<file path="src/rtl/prio_pkg.sv">
// prio_pkg: shared definitions for the prio_arb_n request arbiter.
//   MODE_FIXED / MODE_RR : selection policy values for the MODE parameter.
//   state_e              : offer FSM state (idle / offering an index).
package prio_pkg;

    localparam int MODE_FIXED = 0;
    localparam int MODE_RR    = 1;

    typedef enum logic {
        ST_IDLE  = 1'b0,
        ST_OFFER = 1'b1
    } state_e;

endpackage

</file>
<file path="src/rtl/prio_enc_n.sv">
// prio_enc_n: combinational N-input priority encoder, highest set index wins.
// Ports:
//   d : N-bit input vector
//   q : index of the highest set bit of d (0 when d is all zero)
//   v : 1 when any bit of d is set
module prio_enc_n #(
    parameter int N = 8
) (
    input  logic [N-1:0]         d,
    output logic [$clog2(N)-1:0] q,
    output logic                 v
);

    localparam int W = $clog2(N);

    // Ascending scan: the last set bit seen is the highest one.
    always_comb begin
        q = '0;
        v = 1'b0;
        for (int i = 0; i < N; i++) begin
            if (d[i]) begin
                q = W'(i);
                v = 1'b1;
            end
        end
    end

endmodule

</file>
<file path="src/rtl/prio_arb_n.sv">
// prio_arb_n: registered priority arbiter for N sticky request lines.
// Requests are OR-ed into a pending vector; one pending index at a time is
// offered on a valid/ready output, chosen by fixed priority (highest index)
// or round-robin (search downward from the last accepted index, wrapping).
// Ports:
//   clk, rst   : rising-edge clock, asynchronous active-high reset
//   req        : request levels, sampled every edge
//   out_ready  : consumer accepts out_idx this cycle
//   out_valid  : out_idx is a live offer
//   out_idx    : offered request index
//   pending    : registered sticky request vector
//   busy       : |pending
//   dbg_state  : current offer FSM state
//
// Handshake: a transfer happens on every rising edge where out_valid and
// out_ready are both 1. While out_valid=1 and out_ready=0 the offer (valid and
// index) is frozen; out_valid only falls after a transfer (or on reset).
module prio_arb_n
    import prio_pkg::*;
#(
    parameter int N    = 8,
    parameter int MODE = MODE_FIXED
) (
    input  logic                 clk,
    input  logic                 rst,
    input  logic [N-1:0]         req,
    input  logic                 out_ready,
    output logic                 out_valid,
    output logic [$clog2(N)-1:0] out_idx,
    output logic [N-1:0]         pending,
    output logic                 busy,
    output state_e               dbg_state
);

    localparam int W = $clog2(N);

    state_e         state, state_next;
    logic [W-1:0]   idx_q, idx_next;
    logic [N-1:0]   pend_q;
    logic [N-1:0]   acc_mask;
    logic [N-1:0]   pending_next;
    logic           hs;
    logic [W-1:0]   q_all;
    logic           v_all;
    logic [W-1:0]   sel_idx;

    assign hs = (state == ST_OFFER) && out_ready;

    always_comb begin
        for (int i = 0; i < N; i++) begin
            acc_mask[i] = hs && (idx_q == W'(i));
        end
    end

    // A req bit high in the acceptance cycle re-sets the accepted bit.
    assign pending_next = (pend_q & ~acc_mask) | req;

    prio_enc_n #(.N(N)) u_enc_all (
        .d (pending_next),
        .q (q_all),
        .v (v_all)
    );

    generate
        if (MODE == MODE_RR) begin : g_rr
            logic [W-1:0] ptr;
            logic [W-1:0] ptr_eff;
            logic [N-1:0] lo_mask;
            logic [W-1:0] q_lo;
            logic         v_lo;

            // The index being accepted this cycle already counts as the last
            // served one, so back-to-back offers rotate without a bubble.
            assign ptr_eff = hs ? idx_q : ptr;

            always_comb begin
                for (int i = 0; i < N; i++) begin
                    lo_mask[i] = (i < int'(ptr_eff));
                end
            end

            // Highest set index below ptr_eff is the first hit of the
            // downward search; if none, the unmasked highest index is the
            // first hit after wrapping from N-1.
            prio_enc_n #(.N(N)) u_enc_lo (
                .d (pending_next & lo_mask),
                .q (q_lo),
                .v (v_lo)
            );

            assign sel_idx = v_lo ? q_lo : q_all;

            always_ff @(posedge clk or posedge rst) begin
                if (rst) begin
                    ptr <= '0;
                end else if (hs) begin
                    ptr <= idx_q;
                end
            end
        end else begin : g_fixed
            assign sel_idx = q_all;
        end
    endgenerate

    // State register (with pending vector and offered index).
    always_ff @(posedge clk or posedge rst) begin
        if (rst) begin
            state  <= ST_IDLE;
            idx_q  <= '0;
            pend_q <= '0;
        end else begin
            state  <= state_next;
            idx_q  <= idx_next;
            pend_q <= pending_next;
        end
    end

    // Next-state logic. A stalled offer is never re-arbitrated.
    always_comb begin
        state_next = state;
        idx_next   = idx_q;
        case (state)
            ST_IDLE: begin
                if (v_all) begin
                    state_next = ST_OFFER;
                    idx_next   = sel_idx;
                end
            end
            ST_OFFER: begin
                if (out_ready) begin
                    if (v_all) begin
                        idx_next = sel_idx;
                    end else begin
                        state_next = ST_IDLE;
                    end
                end
            end
            default: begin
                state_next = ST_IDLE;
            end
        endcase
    end

    // Output logic.
    always_comb begin
        out_valid = (state == ST_OFFER);
        out_idx   = idx_q;
        pending   = pend_q;
        busy      = |pend_q;
        dbg_state = state;
    end

endmodule

</file>
<file path="config.mk">
export PLATFORM = sky130hd
export DESIGN_NAME = prio_arb_n
export DESIGN_NICKNAME = d
export VERILOG_FILES = /design/src/rtl/prio_pkg.sv /design/src/rtl/prio_enc_n.sv /design/src/rtl/prio_arb_n.sv
export SDC_FILE = /design/constraint.sdc
export NUM_CORES = 1
export LEC_CHECK = 0
export BUFFER_PORTS_ARGS = -buffer_cell sky130_fd_sc_hd__clkbuf_2
export CAP_MARGIN = 20
export CORE_MARGIN = 1.5
export CORE_UTILIZATION = 45
export CTS_BUF_LIST = sky130_fd_sc_hd__clkbuf_8
export CTS_CLUSTER_SIZE = 25
export DETAILED_ROUTE_END_ITERATION = 6
export PLACE_DENSITY = 0.76
export RECOVER_POWER = 50
export SYNTH_ARGS = -nofsm -noshare
export SYNTH_HDL_FRONTEND = slang
export SYNTH_SLANG_ARGS = --single-unit
</file>
<file path="constraint.sdc">
create_clock -name clk -period 1.87 [get_ports clk]
set_clock_uncertainty 0.1 [all_clocks]
set_input_delay 0.2805 -clock clk [delete_from_list [all_inputs] [get_ports clk]]
set_output_delay 0.2805 -clock clk [all_outputs]
set_load 0.005 [all_outputs]
</file>
* Word-level counts from Yosys, hierarchy flattened
Index checks and enable logic that the tools add are counted.
Operators by class: equality and inequality tests 8, muxes and demuxes 21, bitwise logic cells 4, reductions and logical operators 11
Operators with widths (count):
- 3-bit 2-to-1 mux | 6
- 3-bit == test (second input constant) | 4
- 1-bit 2-to-1 mux | 11
- 1-bit logical AND | 9
- 8-bit bitwise AND | 1
- 8-bit NOT | 1
- 8-bit bitwise OR | 1
- 8-bit OR reduction | 1
- 3-bit by 2-bit == test with 1-bit output (second input constant) | 2
- 3-bit case mux with 2 select lines | 1
- 2-bit 2-to-1 mux | 2
- 3-bit by 1-bit == test with 1-bit output (second input constant) | 1
- 3-bit logical NOT | 1
- 2-bit inequality test (second input constant) | 1
- 1-bit case mux with 2 select lines | 1
- 1-bit NOT | 1
Word-level totals: register bits after elaboration 12, input bits 11, output and inout bits 14, logic and storage cells 47

* Depth between registers and ports, before layout
depth after elaboration 16, mapped depth 7, mapped depth without buffers 6

* Modules after synthesis
A second synthesis with hierarchy kept.
Second synthesis, totals: cell total of the unflattened synthesis 58, area total of the unflattened synthesis 586.8 µm²
By module, submodules not included:
- prio_arb_n | instances 1, cells each 46, area an instance 529.3 µm², seq. area each 300.3 µm²
- prio_enc_n | instances 1, cells each 12, area an instance 57.6 µm², seq. area each 0.0 µm²

* Worst setup path after synthesis
Ideal clock, no wire load.
kind register to register, start register idx_q[1], in the netlist out_idx[1], end register idx_q[0], in the netlist out_idx[0], library setup time 0.128 ns, data arrival time 1.551 ns, data required time 1.642 ns, setup slack 0.092 ns, stages on the path, launching flop included 7, path buffers 1, clock period less this slack 1.778 ns, cells stage by stage dfrtp_1 > buf_6 > nor3_2 > a21oi_2 > nor4_4 > a21oi_2 > mux2_1
On the way: elaborated cells between the ends (all ways) 37, those cells by class eq/ne: 7; mux: 18; bitwise: 3; reduce/logical: 9
RTL lines:
- start: declaration | RTL line prio_arb_n.sv:38 | logic [W-1:0] idx_q, idx_next;
- start signal: assignment | RTL line prio_arb_n.sv:113 | idx_q <= idx_next;
- 3-bit == test * | RTL line prio_arb_n.sv:51 | acc_mask[i] = hs && (idx_q == W'(i));
- 1-bit logical AND * | RTL line prio_arb_n.sv:51
- 8-bit NOT * | RTL line prio_arb_n.sv:56 | assign pending_next = (pend_q & ~acc_mask) | req;
- 8-bit bitwise AND * | RTL line prio_arb_n.sv:56
- 8-bit bitwise OR * | RTL line prio_arb_n.sv:56
- via pending_next[4] | RTL line prio_arb_n.sv:41 | logic [N-1:0] pending_next;
- 3-bit 2-to-1 mux or 1-bit 2-to-1 mux (tied branches) (4 in series) | RTL line prio_enc_n.sv:21 | if (d[i]) begin
- 3-bit 2-to-1 mux * | RTL line prio_arb_n.sv:124, prio_arb_n.sv:131
- 3-bit 2-to-1 mux | RTL line prio_arb_n.sv:130 | if (out_ready) begin
- 3-bit case mux with 2 select lines * | RTL line prio_arb_n.sv:122 | case (state)
The timed path passes the listed nets; every way through them passes the cells marked *. The select of a mux whose other input is x is not followed. A chain may end at the register's enable or synchronous reset.

* Worst setup path in the final report
start register idx_q[2], in the netlist out_idx[2], end register idx_q[1], in the netlist out_idx[1]
On the way: elaborated cells between the ends (all ways) 36, those cells by class eq/ne: 7; mux: 17; bitwise: 3; reduce/logical: 9
RTL lines (RTL line):
- 3-bit by 2-bit == test with 1-bit output * | prio_arb_n.sv:51
- 1-bit logical AND * | prio_arb_n.sv:51
- 8-bit NOT * | prio_arb_n.sv:56
- 8-bit bitwise AND * | prio_arb_n.sv:56
- 8-bit bitwise OR * | prio_arb_n.sv:56
- via pending_next[3] | prio_arb_n.sv:41
- 2-bit 2-to-1 mux or 1-bit 2-to-1 mux (tied branches) | prio_enc_n.sv:21
- 3-bit 2-to-1 mux or 1-bit 2-to-1 mux (tied branches) (4 in series) | prio_enc_n.sv:21
- 3-bit 2-to-1 mux * | prio_arb_n.sv:124, prio_arb_n.sv:131
- 3-bit 2-to-1 mux | prio_arb_n.sv:130
- 3-bit case mux with 2 select lines * | prio_arb_n.sv:122
Marks and branches as above.

==> results.cfg <==
[clock_tree]
cts_buffers = 3
cts_tree = done
clk_pin_slew_ns = 0.05
cts_num_sinks = 12
h-tree-depth = 1
clock_latency_ns = 0.25
cts_root_buffer = clkbuf_8
cts_buffer_depth = 2

[setup_path]
path_max_fanout = 4
cp.arrival_ns = 1.93
reg2reg_depth = 5
r2r_end = out_idx[1]$_DFFE_PP0P_
start_kind = flip-flop
crit_required_ns = 1.90
worstSetupPathType = reg2reg
cp-end-kind = flip-flop
r2r-start = out_idx[2]$_DFFE_PP0P_
rrSetupSlack_ns = -0.03

[timing]
fin_crit_sh_pct = 101.5
hold_viol = 0
timing.final.crit_period_ns = 1.899
max_freq_mhz = 526.7
finalMaxSlewViolations = 0
setup_ws_ns = -0.02877
rsz0062_at_grt = true
setup_viol = 2
whs_ns = 0.2541
worst_pin_slew_ns = 0.4788
relSlewSlack_pct = 68.04

[global_route]
first_global_vias = 578
antenna_found_initial = 0
grt_overflow = 0
grt_pass1_wl_mm = 2.670
grt_max_degree = 13
grt_usage_pct = 20.38

[routing]
drt-pass1-iter-count = 4
viasPerCell = 5.407
ant_nets = 0
first_iter_violations = 15
vias = 638
drc = 0
routedWlPerCell_microns = 15.36
drt-total-wl_mm = 1.813

[die]
start_util_pct = 50.64
num_io_pins = 25
design.core.area_sq_um = 1366
dieArea_sq_um = 1782
die_x_microns = 42.21
fp.dieH_microns = 42.21
rows = 13

[synth]
synthCells = 62
ys_types = 26
netlist_area_sq_um = 691.9
synth_nets = 73
yosysWarnings = 0
ys_ff_latch = 12
syn-mean-instance-area_sq_um = 11.16
synth_seq_area_share_pct = 43.40

[power_and_ir_drop]
p_leak_uw = 0.0004521
ir_drop_uv = 523.3
power_density_nw_per_um2 = 724.8

[placed_design]
gp_routability_congestion = 0.7815
hpwl_mm = 1.192
placed_area_sq_um = 868.3
io_buffers = 24

[finish]
seq_area_sq_um = 302.8
layout_common_cells = clkbuf_2 (24), buf_4 (15), nor2_1 (10), dfrtp_1 (10), inv_1 (5)
area_growth_pct = 44.12
drive_above_1_share_pct = 62.14
multi_input_area_sq_um = 355.3
final_common_cell = clkbuf_2
final_cell_area_sq_um = 997.2
post-route-util_pct = 72.99
fillers = 108
diodes = 0
design.final.nets = 115

[status]
violations = setup timing
status = finished, violations left

[hold_path]
worstHoldPathCells = 3
hold_start = req[0]
min_path_type = in2reg
hold_end = pending[0]$_DFF_PP0_

[run]
cap_violations = 0
what timing repair did:
item,4_1_cts,5_1_grt
setup endpoints to repair,2,2
buffers inserted,0,6
pin swaps,0,3
cloned,0,0
hold endpoints to repair,12,0
hold buffers,1,0
gates resized for setup,2,4
flip-flops by register name, summed over array words and instances (netlist names):
signal,cells
pending,8
out_idx,3
dbg_state,1
cell type report:
class	count	share of cell area [%]
multi-input cells	41	35.63
flip-flops and latches	12	30.36
repair buffers	40	24.34
clock buffers	4	5.521
inverters	6	2.258
well taps	15	1.882
power by group:
part / switching [uW] / internal [uW]
Combinational: 66.3 / 75.6
Clock: 104 / 187
Sequential: 16.3 / 274
Total: 186 / 537
cells in the mapped netlist, drive strengths merged:
master	number	area [sq um]
nor2	10	37.54
a21oi	7	46.30
and3	1	7.510
nand2	1	3.750
a41oi	2	43.80
nor3	2	15.01
mux2	2	22.52
a21o	2	16.27
nor4	4	55.05
and3b	1	10.01
nor3b	4	45.05
and2b	1	7.510
dfrtp	12	300.3
o31ai	2	15.01
nand3b	1	7.510
inv	6	22.52
o22ai	1	6.260
buf	3	30.03
per-stage QoR:
| step | setup slack [ns] | std cells | power, uW | setup TNS (ns) |
|---|---|---|---|---|
| 6_report | -0.02877 | 118 | 722.8 | -0.05500 |
| 3_5_place_dp | -0.05008 | 107 | 406.7 | -0.09947 |
| 2_1_floorplan | 0.09161 | 62 | 361.0 | 0 |
| 5_1_grt | -0.1070 | 118 | 750.9 | -0.2656 |
| 4_1_cts | 0.01304 | 112 | 698.5 | 0 |
| 3_3_place_gp | -0.003829 | 107 | 403.4 | -0.005398 |
logic make-up after synthesis:
group | synth area share, %
muxes | 3.255
AOI/OAI and AO/OA | 18.45
buffers and inverters | 7.595
and+or+nand+nor | 27.31
DFF | 43.40
critical path, stage by stage (launching register included):
cell and delay [ns]:
dfrtp_1 0.39, and3b_2 0.32, a41oi_4 0.13, nor4_4 0.38, a21oi_2 0.15, mux2_4 0.32
per-layer routing:
layer	global-route usage, %	share of wire (%)	vias up	wire (microns)
met3	5.603	6.7	4	121
li1	-	-	300	-
met1	25.27	46	304	838
met2	31.69	45	30	822
met5	0	0	-	0
met4	11.25	1.7	0	30
worst max-delay path by stage:
stage                                      start                      to  slack [ns]  cells after the start
after floorplan           out_idx[1]$_DFFE_PP0P_  out_idx[0]$_DFFE_PP0P_        0.09                      6
after global placement    out_idx[1]$_DFFE_PP0P_  out_idx[1]$_DFFE_PP0P_      -0.004                      6
after detailed placement  out_idx[0]$_DFFE_PP0P_  out_idx[1]$_DFFE_PP0P_       -0.05                      5
after CTS                 out_idx[2]$_DFFE_PP0P_  out_idx[0]$_DFFE_PP0P_        0.01                      6
after global routing      out_idx[1]$_DFFE_PP0P_  out_idx[1]$_DFFE_PP0P_       -0.11                      5
final                     out_idx[2]$_DFFE_PP0P_  out_idx[1]$_DFFE_PP0P_       -0.03                      5
(Power assumes the default switching activity.)
